<file path="config.mk">
export PLATFORM = sky130hd
export DESIGN_NAME = ring_output_scheduler
export DESIGN_NICKNAME = d
export VERILOG_FILES = /design/src/rtl/ring_output_scheduler.sv
export SDC_FILE = /design/constraint.sdc
export NUM_CORES = 1
export LEC_CHECK = 0
export CORE_UTILIZATION = 50
export CTS_BUF_LIST = sky130_fd_sc_hd__clkbuf_8
export DETAILED_ROUTE_END_ITERATION = 7
export PLACE_DENSITY = 0.79
export SYNTH_ARGS = -nofsm -noshare
export SYNTH_HDL_FRONTEND = slang
export SYNTH_SLANG_ARGS = --single-unit
</file>
<file path="constraint.sdc">
create_clock -name clk -period 4 [get_ports clk]
set_input_delay 0.8 -clock clk [delete_from_list [all_inputs] [get_ports clk]]
set_output_delay 0.8 -clock clk [all_outputs]
set_load 0.02 [all_outputs]
</file>
<file path="src/rtl/ring_output_scheduler.sv">
// Per-link output scheduler: holds one packet per (source, VC) and shares the link on an even/odd phase.
// Latency: 2..3 cycles from accept to out_send without backpressure (registered link output).
// Backpressure: per-VC ready = entry empty; out_ready[p]=0 stalls VC p with its priority bit untouched.
module ring_output_scheduler #(
  parameter int DATA_WIDTH = 64
) (
  input  logic                  clk,
  input  logic                  reset,
  output logic                  polarity,
  input  logic                  src0_send,
  output logic [1:0]            src0_ready,
  input  logic [DATA_WIDTH-1:0] src0_data,
  input  logic                  src1_send,
  output logic [1:0]            src1_ready,
  input  logic [DATA_WIDTH-1:0] src1_data,
  output logic                  out_send,
  input  logic [1:0]            out_ready,
  output logic [DATA_WIDTH-1:0] out_data
);

  localparam int VC_BIT = DATA_WIDTH - 1;

  // Per-source, per-VC single-entry buffers (index is the VC).
  logic [1:0]            full0;
  logic [1:0]            full1;
  logic [DATA_WIDTH-1:0] buf0 [2];
  logic [DATA_WIDTH-1:0] buf1 [2];

  // Rotating priority per VC: 0 favours through-traffic, 1 favours injection.
  logic [1:0] prio;
  logic [1:0] prio_next;

  logic vc0;
  logic vc1;
  logic accept0;
  logic accept1;
  logic req0;
  logic req1;
  logic link_free;
  logic grant0;
  logic grant1;

  // Ready comes only from registered state, so an entry drained this cycle cannot be refilled until next cycle.
  assign src0_ready = ~full0;
  assign src1_ready = ~full1;

  assign vc0     = src0_data[VC_BIT];
  assign vc1     = src1_data[VC_BIT];
  assign accept0 = src0_send & src0_ready[vc0];
  assign accept1 = src1_send & src1_ready[vc1];

  // Phase register: only the VC matching the current polarity may use the link this cycle.
  always_ff @(posedge clk) begin
    if (reset) polarity <= 1'b0;
    else       polarity <= ~polarity;
  end

  // Two-way arbitration for the active VC; priority flips to the loser on contention, falls back to src0 otherwise.
  always_comb begin
    req0      = full0[polarity];
    req1      = full1[polarity];
    link_free = out_ready[polarity];
    grant0    = 1'b0;
    grant1    = 1'b0;
    prio_next = prio;
    if (link_free) begin
      if (req0 && req1) begin
        if (prio[polarity]) grant1 = 1'b1;
        else                grant0 = 1'b1;
        prio_next[polarity] = ~prio[polarity];
      end else if (req0) begin
        grant0              = 1'b1;
        prio_next[polarity] = 1'b0;
      end else if (req1) begin
        grant1              = 1'b1;
        prio_next[polarity] = 1'b0;
      end
    end
  end

  // Priority bits; the inactive VC's bit is carried through unchanged by prio_next.
  always_ff @(posedge clk) begin
    if (reset) prio <= 2'b00;
    else       prio <= prio_next;
  end

  // Full flags: accepts only target empty entries and grants only full ones, so set and clear never collide.
  always_ff @(posedge clk) begin
    if (reset) begin
      full0 <= 2'b00;
      full1 <= 2'b00;
    end else begin
      if (accept0) full0[vc0]      <= 1'b1;
      if (grant0)  full0[polarity] <= 1'b0;
      if (accept1) full1[vc1]      <= 1'b1;
      if (grant1)  full1[polarity] <= 1'b0;
    end
  end

  // Buffer payloads need no reset: the full flags guard every read.
  always_ff @(posedge clk) begin
    if (accept0) buf0[vc0] <= src0_data;
    if (accept1) buf1[vc1] <= src1_data;
  end

  // Registered link output; data holds its last value when nothing is granted.
  always_ff @(posedge clk) begin
    if (reset) begin
      out_send <= 1'b0;
      out_data <= '0;
    end else begin
      out_send <= grant0 | grant1;
      if (grant0)      out_data <= buf0[polarity];
      else if (grant1) out_data <= buf1[polarity];
    end
  end

endmodule
</file>
==> impl_metrics.ini, run 1 <==
[cells_and_area]
finish.instance_area_mm2 = 0.0156
drive_gt1_frac = 0.157
final_nets = 1091
area_growth_pct = 27.4
fin_cells = 1319

[synth]
synth.distinct_cells = 30
syn_nets = 881
synth.ff_latch_count = 328
avgSynthCellArea_um2 = 16.4
yosysTopAreaCellShare = 0.626
seq_area_frac_synth = 0.744
ys.flop_type = edfxtp_1
ys_warn_count = 0
async_flop_share = 0
syn_area_mm2 = 0.0123
yosys-top-cells-area = edfxtp_1, dfxtp_1, a211oi_2
yosysMostFrequentCell = edfxtp_1
yosys.area.top_type = edfxtp_1
yosys-top-cells-count = edfxtp_1, dfxtp_1, a21o_1
synth_edf_count = 256
synthCells = 747

[clock_network]
hold_buffers = 0
cts.htree.levels = 2
cts_tree = done
cts_resized = 0
cts_root_buf = clkbuf_8
postCtsSetupRepairBufs = 0
clockBufferDepth = 3
cts_buffers = 50
cts.clk_slew.worst_paths_ns = 0.06
clock_sinks = 328
clkLatencyLatePin_ns = 0.56

[run_status]
status = finished, final reports clean

[sta]
relSlewSlack = 0.198
final.min_clock_period_ns = 2.79
grt_setup_unrepaired = false
tns_ns = 0
post-route-period-util = 0.697
fmax_ghz = 0.358
fin_skew_ns = 0.0119
setup-violations-final = 0
drv_slew = 0
finalHoldViolCount = 0
worstMarginPinSlew_ns = 1.20

[placement]
place_area_mm2 = 0.0146
dp_cells = 1224
dp_hpwl_um = 15700
finalWeightedCongestion = 0.730
port_buffers = 203

[worst_setup_path]
rr_startpoint = polarity
rrSetupSlack_ns = 1.27
cp_slowest_cell = mux2_4
crit_chain = clkdlybuf4s50_1 -> nor2b_1 -> a32o_4 -> mux2_4 -> a211oi_1
worst-path-stages = 5
crit_end = out_data[8]
path_buf_inv = 1
startpoint_type = primary input
critPathKind = in -> reg
worstSetupStartpoint = out_ready[0]
rr_endpoint = out_data[8]
cp_max_fo = 64
arrival_ns = 3.16
path_delay_family = multiplexers
reg2reg_depth = 4
slowest_delay_ns = 1.04
cp-end-kind = register
worstPathRequired_ns = 4.37

[run]
drv_cap = 0

[power_and_ir_drop]
power_per_cell_area_mw_per_mm2 = 485
total_power_mw = 7.58
ir_drop_v = 0.000295
p_leak_nw = 5.54

[grt]
grt_max_degree = 66
grt.overflow.total = 0
grt_usage = 0.220
antenna_found_initial = 2
grt_pass1_vias = 7821
grt_first_pass_wirelength_um = 41600

[routing]
routedWlPerCell_um = 20.7
viasPerCell = 5.59
drcViolationCount = 0
drt_pass1_iterations = 4
antenna_left = 0
num_vias = 7371
drt_iter0_markers = 491
finalWirelength_um = 27300

[die]
die_w_um = 159
die-area_mm2 = 0.0252
io_pins = 204
fp.coreArea_mm2 = 0.0238
die_y_um = 159
placementRows = 56
start_util = 0.517

[hold_path]
hold_class = reg -> reg
==> stage by stage <==
stage | util | setup WS [ns] | hold slack (ns)
after floorplan | - | 0.959 | 0.458
after global placement | 0.615 | 0.689 | 0.475
after detailed placement | 0.615 | 0.623 | 0.491
after CTS | 0.658 | 1.19 | 0.501
after global routing | 0.658 | 1.07 | 0.526
final | 0.658 | 1.21 | 0.508
==> where the power goes <==
part           leakage [nW]  internal [mW]  switching [mW]
logic                  1.97          0.415           0.483
registers              2.97           3.89          0.0906
clock network         0.591           1.46            1.25
total                  5.54           5.76            1.82
==> area by class of cell <==
| class | count | area (um2) |
|---|---|---|
| Clock buffer | 58 | 798 |
| Antenna cell | 1 | 2.50 |
| Fill cell | 1660 | 8120 |
| Inverter | 4 | 15.0 |
| Timing Repair Buffer | 217 | 2180 |
| Tap cell | 319 | 399 |
| Clock inverter | 36 | 214 |
| Sequential cell | 328 | 9130 |
| Multi-Input combinational cell | 356 | 2890 |
==> registers in the layout (all words and copies together), names as in the netlist <==
register  cells
polarity      1
full1         2
out_send      1
buf0        128
out_data     64
buf1        128
full0         2
prio          2
==> placed cells by master, fill, tap and decap left out, types with 8 or more instances in the layout <==
master,synthesis,layout
nor3_1,64,64
a21o_1,65,64
a211oi_2,60,60
dfxtp_1,72,71
clkbuf_8,0,58
edfxtp_1,256,256
inv_1,4,24
clkdlybuf4s50_1,0,202
mux2i_1,64,64
clkinv_2,0,8
o22ai_1,64,64
buf_4,2,10
==> routing by layer <==
metal | global-route usage | wire length (um) | vias up
li1 | - | - | 3403
met1 | 0.268 | 11100 | 3667
met2 | 0.384 | 13500 | 254
met3 | 0.0572 | 2110 | 45
met4 | 0.0655 | 544 | 2
met5 | 0 | 13 | -
==> worst reg2reg max path, cell delays in order (launching register included) <==
cell	delay (ns)
dfxtp_4	0.69
nor2b_1	0.15
a32o_4	0.43
mux2_4	1.07
a211oi_1	0.20
==> cells by family (layout without fill, tap and decap cells) <==
| group | Yosys count | after routing | share of synthesized area |
|---|---|---|---|
| AND/OR/NAND/NOR | 86 | 86 | 0.0353 |
| other | 0 | 1 | 0 |
| flip-flops | 328 | 328 | 0.744 |
| buffers and inverters | 63 | 315 | 0.0244 |
| AO/OA/AOI/OAI | 205 | 205 | 0.143 |
| multiplexers | 65 | 65 | 0.0531 |
==> worst min path at each step <==
| stage | from | to | slack [ns] | cells after the start |
|---|---|---|---|---|
| floorplan | prio[1] | prio[1] | 0.46 | 2 |
| global placement | prio[1] | prio[1] | 0.47 | 2 |
| detailed placement | prio[0] | prio[0] | 0.49 | 2 |
| CTS | prio[0] | prio[0] | 0.50 | 2 |
| global route | prio[1] | prio[1] | 0.53 | 2 |
| finish | prio[0] | prio[0] | 0.51 | 2 |
No activity file was read; power rests on OpenSTA's default activity.
==> run 2, diff against run 1 <==
CORE_UTILIZATION = 55   (was 50)
PLACE_DENSITY = 0.82   (was 0.79)
clock period = 2.9 ns   (was 4 ns; I/O delays follow)
==> run 2 against run 1 <==
Cell area fell by 0.94%. Via count rose by 1.3%. Register-to-register slack got worse by 0.49 ns. Flip-flop and latch count did not move. Die area fell by 9.0%. Combinational power rose by 40%. Hold slack got worse by 0.0059 ns. Clock power rose by 22%. Routed wire length barely moved. Sequential share of layout area rose by 0.55 points. First-iteration DRC count fell by 25%. Critical path type is now reg -> out. Largest power group unchanged.
==> impl_metrics.ini, run 2 (synthesis results as in run 1) <==
[worst_setup_path]
cp_slowest_cell = clkdlybuf4s50_1
arrival_ns = 1.75
critPathKind = reg -> out
rr_startpoint = polarity
path_buf_inv = 1
cp_max_fo = 19
slowest_delay_ns = 0.67
worstPathRequired_ns = 2.32
worstSetupStartpoint = polarity
startpoint_type = register
crit_chain = clkdlybuf4s50_1
path_delay_family = buffers and inverters
cp-end-kind = output port

[power_and_ir_drop]
swShare = 0.242
p_seq_frac = 0.546
internal_power_mw = 7.61
power_per_cell_area_mw_per_mm2 = 648
p_sw_mw = 2.43
comb_power_share = 0.125
ir_drop_v = 0.000456
clock_power_share = 0.329
p_leak_nw = 5.51

[hold_path]
worstHoldStart = prio[0]
hold_class = reg -> reg

[grt]
antenna_found_initial = 1
grt_pass1_vias = 7893
grt.overflow.total = 0
grt_max_degree = 132
grt_first_pass_wirelength_um = 42000
grt_usage = 0.245

[sta]
finalHoldViolCount = 0
whs_ns = 0.502
tns_ns = 0
worstMarginPinSlew_ns = 0.825
fin_skew_ns = 0.0178
setup-violations-final = 0
final.min_clock_period_ns = 2.33
post-route-period-util = 0.804
fmax_ghz = 0.429
drv_slew = 0
grt_setup_unrepaired = false
setup_slack_ns = 0.569
relSlewSlack = 0.450

[routing]
routedWlPerCell_um = 21.4
drt_iter0_markers = 367
viasPerCell = 5.83
finalWirelength_um = 27300
drcViolationCount = 0
drt_pass1_iterations = 5
num_vias = 7464
antenna_left = 0

[cells_and_area]
final_nets = 1095
register_area_mm2 = 0.00913
multi_input_area_mm2 = 0.00289
fill_cells = 1430
largestRegisters = buf0 x128, buf1 x128, out_data x64
final_cell_mix = edfxtp_1, clkdlybuf4s50_1, dfxtp_1
drive_gt1_frac = 0.144
final_common_cell = edfxtp_1
area_growth_pct = 26.2

[clock_network]
clkLatencyLatePin_ns = 0.54
cts_buffers = 49
clock_sinks = 328
cts_tree = done
postCtsSetupRepairBufs = 0
hold_buffers = 0
cts_resized = 0
cts.clk_slew.worst_paths_ns = 0.06
cts_root_buf = clkbuf_8
clockBufferDepth = 3
cts.htree.levels = 2

[placement]
preCtsSetupSlack_ns = 0.251
finalWeightedCongestion = 0.726
port_buffers = 203
dp_hpwl_um = 16500

[die]
die_y_um = 151
die-area_mm2 = 0.0229
die_w_um = 151
start_util = 0.562
fp.coreArea_mm2 = 0.0218
io_pins = 204
placementRows = 54

[run_status]
status = finished, final reports clean

[run]
drv_cap = 0
run 2: changes by cell type in the layout (fill, tap and decap cells not counted), sizes merged:
| cell | before | now |
|---|---|---|
| diode | 1 | 2 |
| clkinvlp | 3 | 0 |
| buf | 15 | 20 |
| clkbuf | 58 | 53 |
| inv | 25 | 29 |
| bufinv | 2 | 0 |
run 2: cell type report:
class	count	area share
flip-flops and latches	328	0.590
multi-input cells	356	0.187
repair buffers	222	0.144
clock buffers	53	0.0471
well taps	280	0.0226
clock inverters	35	0.00856
inverters	4	0.000969
diodes	2	0.000323
run 2: power groups by stage:
stage,registers (mW),clock network [mW],logic [mW]
after CTS,5.49,3.35,1.27
after global routing,5.51,3.54,1.34
after floorplan,5.67,0,0.570
after global placement,5.57,0,1.22
after detailed placement,5.58,0,1.26
final,5.48,3.30,1.26
run 2: metrics by stage:
step / cell area (um2) / instances / utilization / total power, mW
6_report: 15500 / 1280 / 0.710 / 10.0
5_1_grt: 15500 / 1278 / 0.709 / 10.4
4_1_cts: 15500 / 1278 / 0.709 / 10.1
3_5_place_dp: 14600 / 1190 / 0.670 / 6.84
3_3_place_gp: 14600 / 1190 / 0.670 / 6.79
2_1_floorplan: 12300 / 747 / - / 6.24
run 2: worst paths after layout:
path	end	slack, ns	cells after the start
max	polarity	0.57	1
min	prio[0]	0.50	2
max reg2reg	out_data[62]	0.78	5
min reg2reg	prio[0]	0.50	2
run 2: tightest hold or removal path, delay by kind of cell (launching register included):
kind | cells | cell delay [ns]
AND/OR/NAND/NOR | 1 | 0.06
AO/OA/AOI/OAI | 1 | 0.05
flip-flops | 1 | 0.34
run 2: routing by layer:
metal,wire [um],vias to the layer above,global-route usage
li1,-,3413,-
met1,11100,3711,0.307
met2,13500,279,0.412
met3,1890,61,0.0548
met4,805,0,0.0990
met5,0,-,0
==> RTL edit 1: new RTL, settings of run 2 <==
`DATA_WIDTH`: 64 -> 56.
--- a/src/rtl/ring_output_scheduler.sv
+++ b/src/rtl/ring_output_scheduler.sv
@@ -4,3 +4,3 @@
 module ring_output_scheduler #(
-  parameter int DATA_WIDTH = 64
+  parameter int DATA_WIDTH = 56
 ) (
Interface: changed (resized out_data, src0_data and src1_data); port bits go from 204 to 180. No check against the original RTL was run, so the function may have changed too.
==> RTL edit 1 against run 2 <==
Critical path depth is the same. Final cell count fell by 11%. Cell area is 12% lower. Setup slack got worse by 0.035 ns. Non-clock buffer count fell by 28. Via count shrank 13%. Sequential cell count is 40 lower. Largest cell class unchanged. Routed wire length shrank 15%. Area after synthesis shrank 13%. Total power is 9.6% lower. Clock skew up 0.0060 ns. Sequential power decreased by 12%. Fmax decreased by 1.5%.
==> RTL edit 1: results (changes against run 2) <==
| Metric | Value |
|---|---|
| Final wirelength | `23300 µm (-15%)` |
| Placed Area | `0.0128 mm² (-12%)` |
| Ys Warns | `0 (unchanged)` |
| Comb power | `1.08 mW (-14%)` |
| Synth Area in Adders | `0 (unchanged)` |
| Dpl hpwl | `14700 µm (-11%)` |
| Synth area leaders | `edfxtp_1, dfxtp_1, mux2i_1, a211oi_2, a21o_1` |
| Fraction of area in multi-input gates | `0.183 (-0.00385)` |
| Setup Buffers After CTS | `0 (unchanged)` |
| Switching power | `2.13 mW (-13%)` |
| Die width | `142 µm (-6.4%)` |
| Post-synthesis mux area share | `0.0537 (+0.000531)` |
| Clock share of power | `0.350 (+0.021)` |
| Worst-margin pin slew | `0.914 ns (+0.0888 ns)` |
| Place WS | `0.218 ns (-0.0331 ns)` |
| Post-synth EDFFs | `224 (-13%)` |
| Switching Share | `0.234 (-0.00787)` |
| Inserted Clock Buffers | `44 (-10%)` |
| Port buffer count | `179 (-12%)` |
| Global-route wire length before repair | `35800 µm (-15%)` |
| Multi-input gate count | `316 (-11%)` |
| Worst-case reg-to-reg path depth | `4 (-1)` |
| CP max FO | `24 (+5)` |
| Via count | `6462 (-13%)` |
| Final non-clock buffer share | `0.144 (-0.000615)` |
| Ant. Diodes | `0 (-2)` |
| CP arrival | `1.79 ns (+0.04 ns)` |
| Hold Path Class | `flop to flop` |
| Non-clk bufs | `194 (-13%)` |
| CLK BUF | `53 (unchanged)` |
| Top Registers | `buf0 x112, buf1 x112, out_data x56` |
| Area of the multi-input gates | `0.00250 mm² (-14%)` |
| Initial antenna violation count | `0 (-1)` |
| Layout Skew | `0.0238 ns (+0.00600 ns)` |
| Mapped Nets | `778 (-12%)` |
| Number of global-route vias before repair | `6872 (-13%)` |
| WHS | `0.501 ns (-0.00180 ns)` |
| Pin count of the biggest net entering global routing | `116 (-12%)` |
| Non-Filler Instances | `1142 (-11%)` |
| Status | `finished, final reports clean` |
| R2R Path End | `out_data[15]` |
| Register area | `0.00801 mm² (-12%)` |
| Compound-Gate Fraction of Synth Area | `0.139 (-0.00456)` |
| Final sequential cell count | `288 (-12%)` |
| Fin nets | `966 (-12%)` |
| P_leak | `4.89 nW (-11%)` |
| R2R Setup Slk | `0.66 ns (-0.12 ns)` |
| Layout cells sized above 1 | `0.137 (-0.00710)` |
| Final GP Congestion | `0.848 (+17%)` |
| Final clock-cell share | `0.0628 (+0.00712)` |
| Syn Area/Cell | `16.3 µm² (-1.1%)` |
| Total track usage | `0.235 (-0.00968)` |
| Peak supply drop | `0.371 mV (-18%)` |
| FILL cells | `1233 (-14%)` |
| DR iter-0 viols | `337 (-8.2%)` |
| Clock Tree Buf Depth | `3 (unchanged)` |
## RTL edit 1: cell count changes in the layout (fill, tap and decap cells not counted), sizes merged, moves of 4 or more
cell / change
a21o: -8
clkdlybuf4s50: -24
dfxtp: -8
mux2i: -8
o22ai: -8
buf: -4
nor3: -8
edfxtp: -32
clkinv: -7
a211oi: -8
## RTL edit 1: worst max path at each step
| stage | startpoint | end | slack (ns) | depth (start not counted) |
|---|---|---|---|---|
| 2_1_floorplan | src0_data[55] | buf0[0][0] | 0.29 | 2 |
| 3_3_place_gp | out_ready[0] | out_data[8] | 0.31 | 5 |
| 3_5_place_dp | out_ready[1] | out_data[0] | 0.22 | 5 |
| 4_1_cts | polarity | polarity | 0.52 | 1 |
| 5_1_grt | polarity | polarity | 0.48 | 1 |
| 6_report | polarity | polarity | 0.53 | 1 |
## RTL edit 1: per-layer routing
layer  global-route usage  wire length (µm)
met1                0.277              9030
met2                0.422             12400
met3               0.0503              1320
met4               0.0911               541
met5                    0                 0
==> RTL edit 2: new RTL, settings of run 2 <==
Without the edit above. Reset style: asynchronous (`reset`), changed in 4 clocked blocks.
--- a/src/rtl/ring_output_scheduler.sv
+++ b/src/rtl/ring_output_scheduler.sv
@@ -52,3 +52,3 @@
   // Phase register: only the VC matching the current polarity may use the link this cycle.
-  always_ff @(posedge clk) begin
+  always_ff @(posedge clk or posedge reset) begin
     if (reset) polarity <= 1'b0;
@@ -81,3 +81,3 @@
   // Priority bits; the inactive VC's bit is carried through unchanged by prio_next.
-  always_ff @(posedge clk) begin
+  always_ff @(posedge clk or posedge reset) begin
     if (reset) prio <= 2'b00;
@@ -87,3 +87,3 @@
   // Full flags: accepts only target empty entries and grants only full ones, so set and clear never collide.
-  always_ff @(posedge clk) begin
+  always_ff @(posedge clk or posedge reset) begin
     if (reset) begin
@@ -106,3 +106,3 @@
   // Registered link output; data holds its last value when nothing is granted.
-  always_ff @(posedge clk) begin
+  always_ff @(posedge clk or posedge reset) begin
     if (reset) begin
Function: differs if reset is asserted again (counterexample within 4 cycles, from zero or initial values and one cycle with reset high); with reset held inactive, the same outputs for 4 cycles.
==> RTL edit 2 against run 2 <==
Routed wire length increased by 35%. Cell area increased by 11%. Via count increased by 26%. Setup slack got worse by 0.29 ns. Non-clock buffer count increased by 17. Utilization decreased by 0.87 points. Register-to-register slack got worse by 0.09 ns. First-iteration DRC count increased to 2.9 times the old value. Area after synthesis increased by 13%. Sequential cell count unchanged.
Power is not compared: it rests on default switching activity, and its combinational part moved more than twofold at a synthesized area within 25%.
==> RTL edit 2: results (changes against run 2) <==
| Metric | Value |
|---|---|
| Util after Layout | `0.701 (-0.00873)` |
| Critical Path End | `polarity` |
| Post-synth EDFFs | `256 (unchanged)` |
| CP max FO | `35 (+16)` |
| Dpl hpwl | `21800 µm (+32%)` |
| Total track usage | `0.284 (+0.0384)` |
| Vias per inst | `6.69 (+15%)` |
| Top Registers | `buf0 x128, buf1 x128, out_data x64` |
| H-Tree Depth | `2 (unchanged)` |
| FILL cells | `1599 (+12%)` |
| R2R Path End | `out_data[42]` |
| Crit-path leading delay family | `flip-flops` |
| CP arrival | `2.04 ns (+0.29 ns)` |
| Peak supply drop | `between 0.5 and 0.6 mV` |
| Slowest CP cell | `dfrtp_4` |
| Setup Buffers After CTS | `0 (unchanged)` |
| Place WS | `0.538 ns (+0.287 ns)` |
| Async SR Flop Fraction | `0.220 (+0.220)` |
| Synth area leaders | `edfxtp_1, dfrtp_1, a41oi_2, nand4_1, mux2_2` |
| Fin nets | `1176 (+7.4%)` |
| Global-route wire length before repair | `56000 µm (+33%)` |
| Placed insts | `1313 (+10%)` |
| CTS resizes | `0 (unchanged)` |
| Commonest cells in the synthesized netlist | `edfxtp_1, nand4_1, dfrtp_1` |
| Drt wl/cell | `26.2 µm (+23%)` |
| Period utilization | `0.905 (+0.101)` |
| DR iter-0 viols | `1049 (+190%)` |
| Hold Path Class | `primary input to async pin` |
| Placed Area | `0.0163 mm² (+11%)` |
| Status | `finished, final reports clean` |
| Number of global-route vias before repair | `9738 (+23%)` |
| CP peak stage delay | `0.77 ns (+0.10 ns)` |
| Via count | `9425 (+26%)` |
| Inserted Clock Buffers | `51 (+4.1%)` |
| Mapped Nets | `992 (+13%)` |
| Count of cell types in the netlist | `33 (+10%)` |
| Layout Skew | `0.0205 ns (+0.00268 ns)` |
| Register area share after synthesis | `0.682 (-0.0620)` |
| Clk slew on worst S/H paths | `0.06 ns (about the same)` |
| DR pass1 iterations | `5 (unchanged)` |
| Syn Inst Count | `858 (+15%)` |
| Worst-margin pin slew | `0.844 ns (+0.0186 ns)` |
| R2R Setup Slk | `0.69 ns (-0.09 ns)` |
| Clock Latency Late Sink | `0.58 ns (+0.04 ns)` |
| Pin count of the biggest net entering global routing | `101 (-23%)` |
| Layout cells sized above 1 | `0.231 (+0.0866)` |
| Final GP Congestion | `0.777 (+6.9%)` |
| Worst r2r src | `polarity` |
| Worst-case reg-to-reg path depth | `4 (-1)` |
| P_leak | `approximately 5.5 nW` |
| Reported max-cap violation count | `0 (unchanged)` |
## RTL edit 2: cell count changes after synthesis, sizes merged, moves of 10 or more
cell    before  now
nand4        0  128
nor3        64    0
buf         26   85
dfxtp       72    0
o221ai       0   64
a41oi        0   64
o22ai       64    1
a21o        65    1
clkbuf      33   23
mux2         1   64
mux2i       64    0
dfrtp        0   72
## RTL edit 2: report_power, final
part           internal (mW)  total, mW  leakage, nW  switching, mW
Clock                   1.77       3.51        0.556           1.73
Sequential              5.87       6.38         3.16          0.509
Combinational           1.72       4.39         1.80           2.67
Total                   9.37       14.3         5.51           4.91
## RTL edit 2: how the worst min path moves through the flow
stage	endpoint	depth (start not counted)	slack [ns]
2_1_floorplan	prio[0]	1	0.51
3_3_place_gp	out_data[7]	2	0.56
3_5_place_dp	out_data[54]	2	0.58
4_1_cts	polarity	2	0.41
5_1_grt	out_data[18]	2	0.43
6_report	out_data[15]	2	0.43
## RTL edit 2: logic make-up (layout without fill, tap and decap cells)
group | Yosys count | count (layout) | synth area share
other | 0 | 2 | 0
AOI/OAI and AO/OA | 205 | 205 | 0.157
buffers and inverters | 116 | 341 | 0.0455
and+or+nand+nor | 145 | 145 | 0.0640
DFF | 328 | 328 | 0.682
muxes | 64 | 64 | 0.0518
## RTL edit 2: layer usage
layer / up-vias / part of all wire / global-route usage
met2: 658 / 0.49 / 0.451
met1: 4669 / 0.39 / 0.394
met4: 0 / 0.027 / 0.106
li1: 4015 / - / -
met3: 83 / 0.091 / 0.0490
met5: - / 0 / 0
## RTL edit 2: final cells by class
class | count | area share
Antenna cell | 2 | 0.000291
Clock buffer | 56 | 0.0448
Clock inverter | 38 | 0.00909
Inverter | 8 | 0.00182
Multi-Input combinational cell | 414 | 0.226
Sequential cell | 328 | 0.552
Tap cell | 324 | 0.0236
Timing Repair Buffer | 239 | 0.142
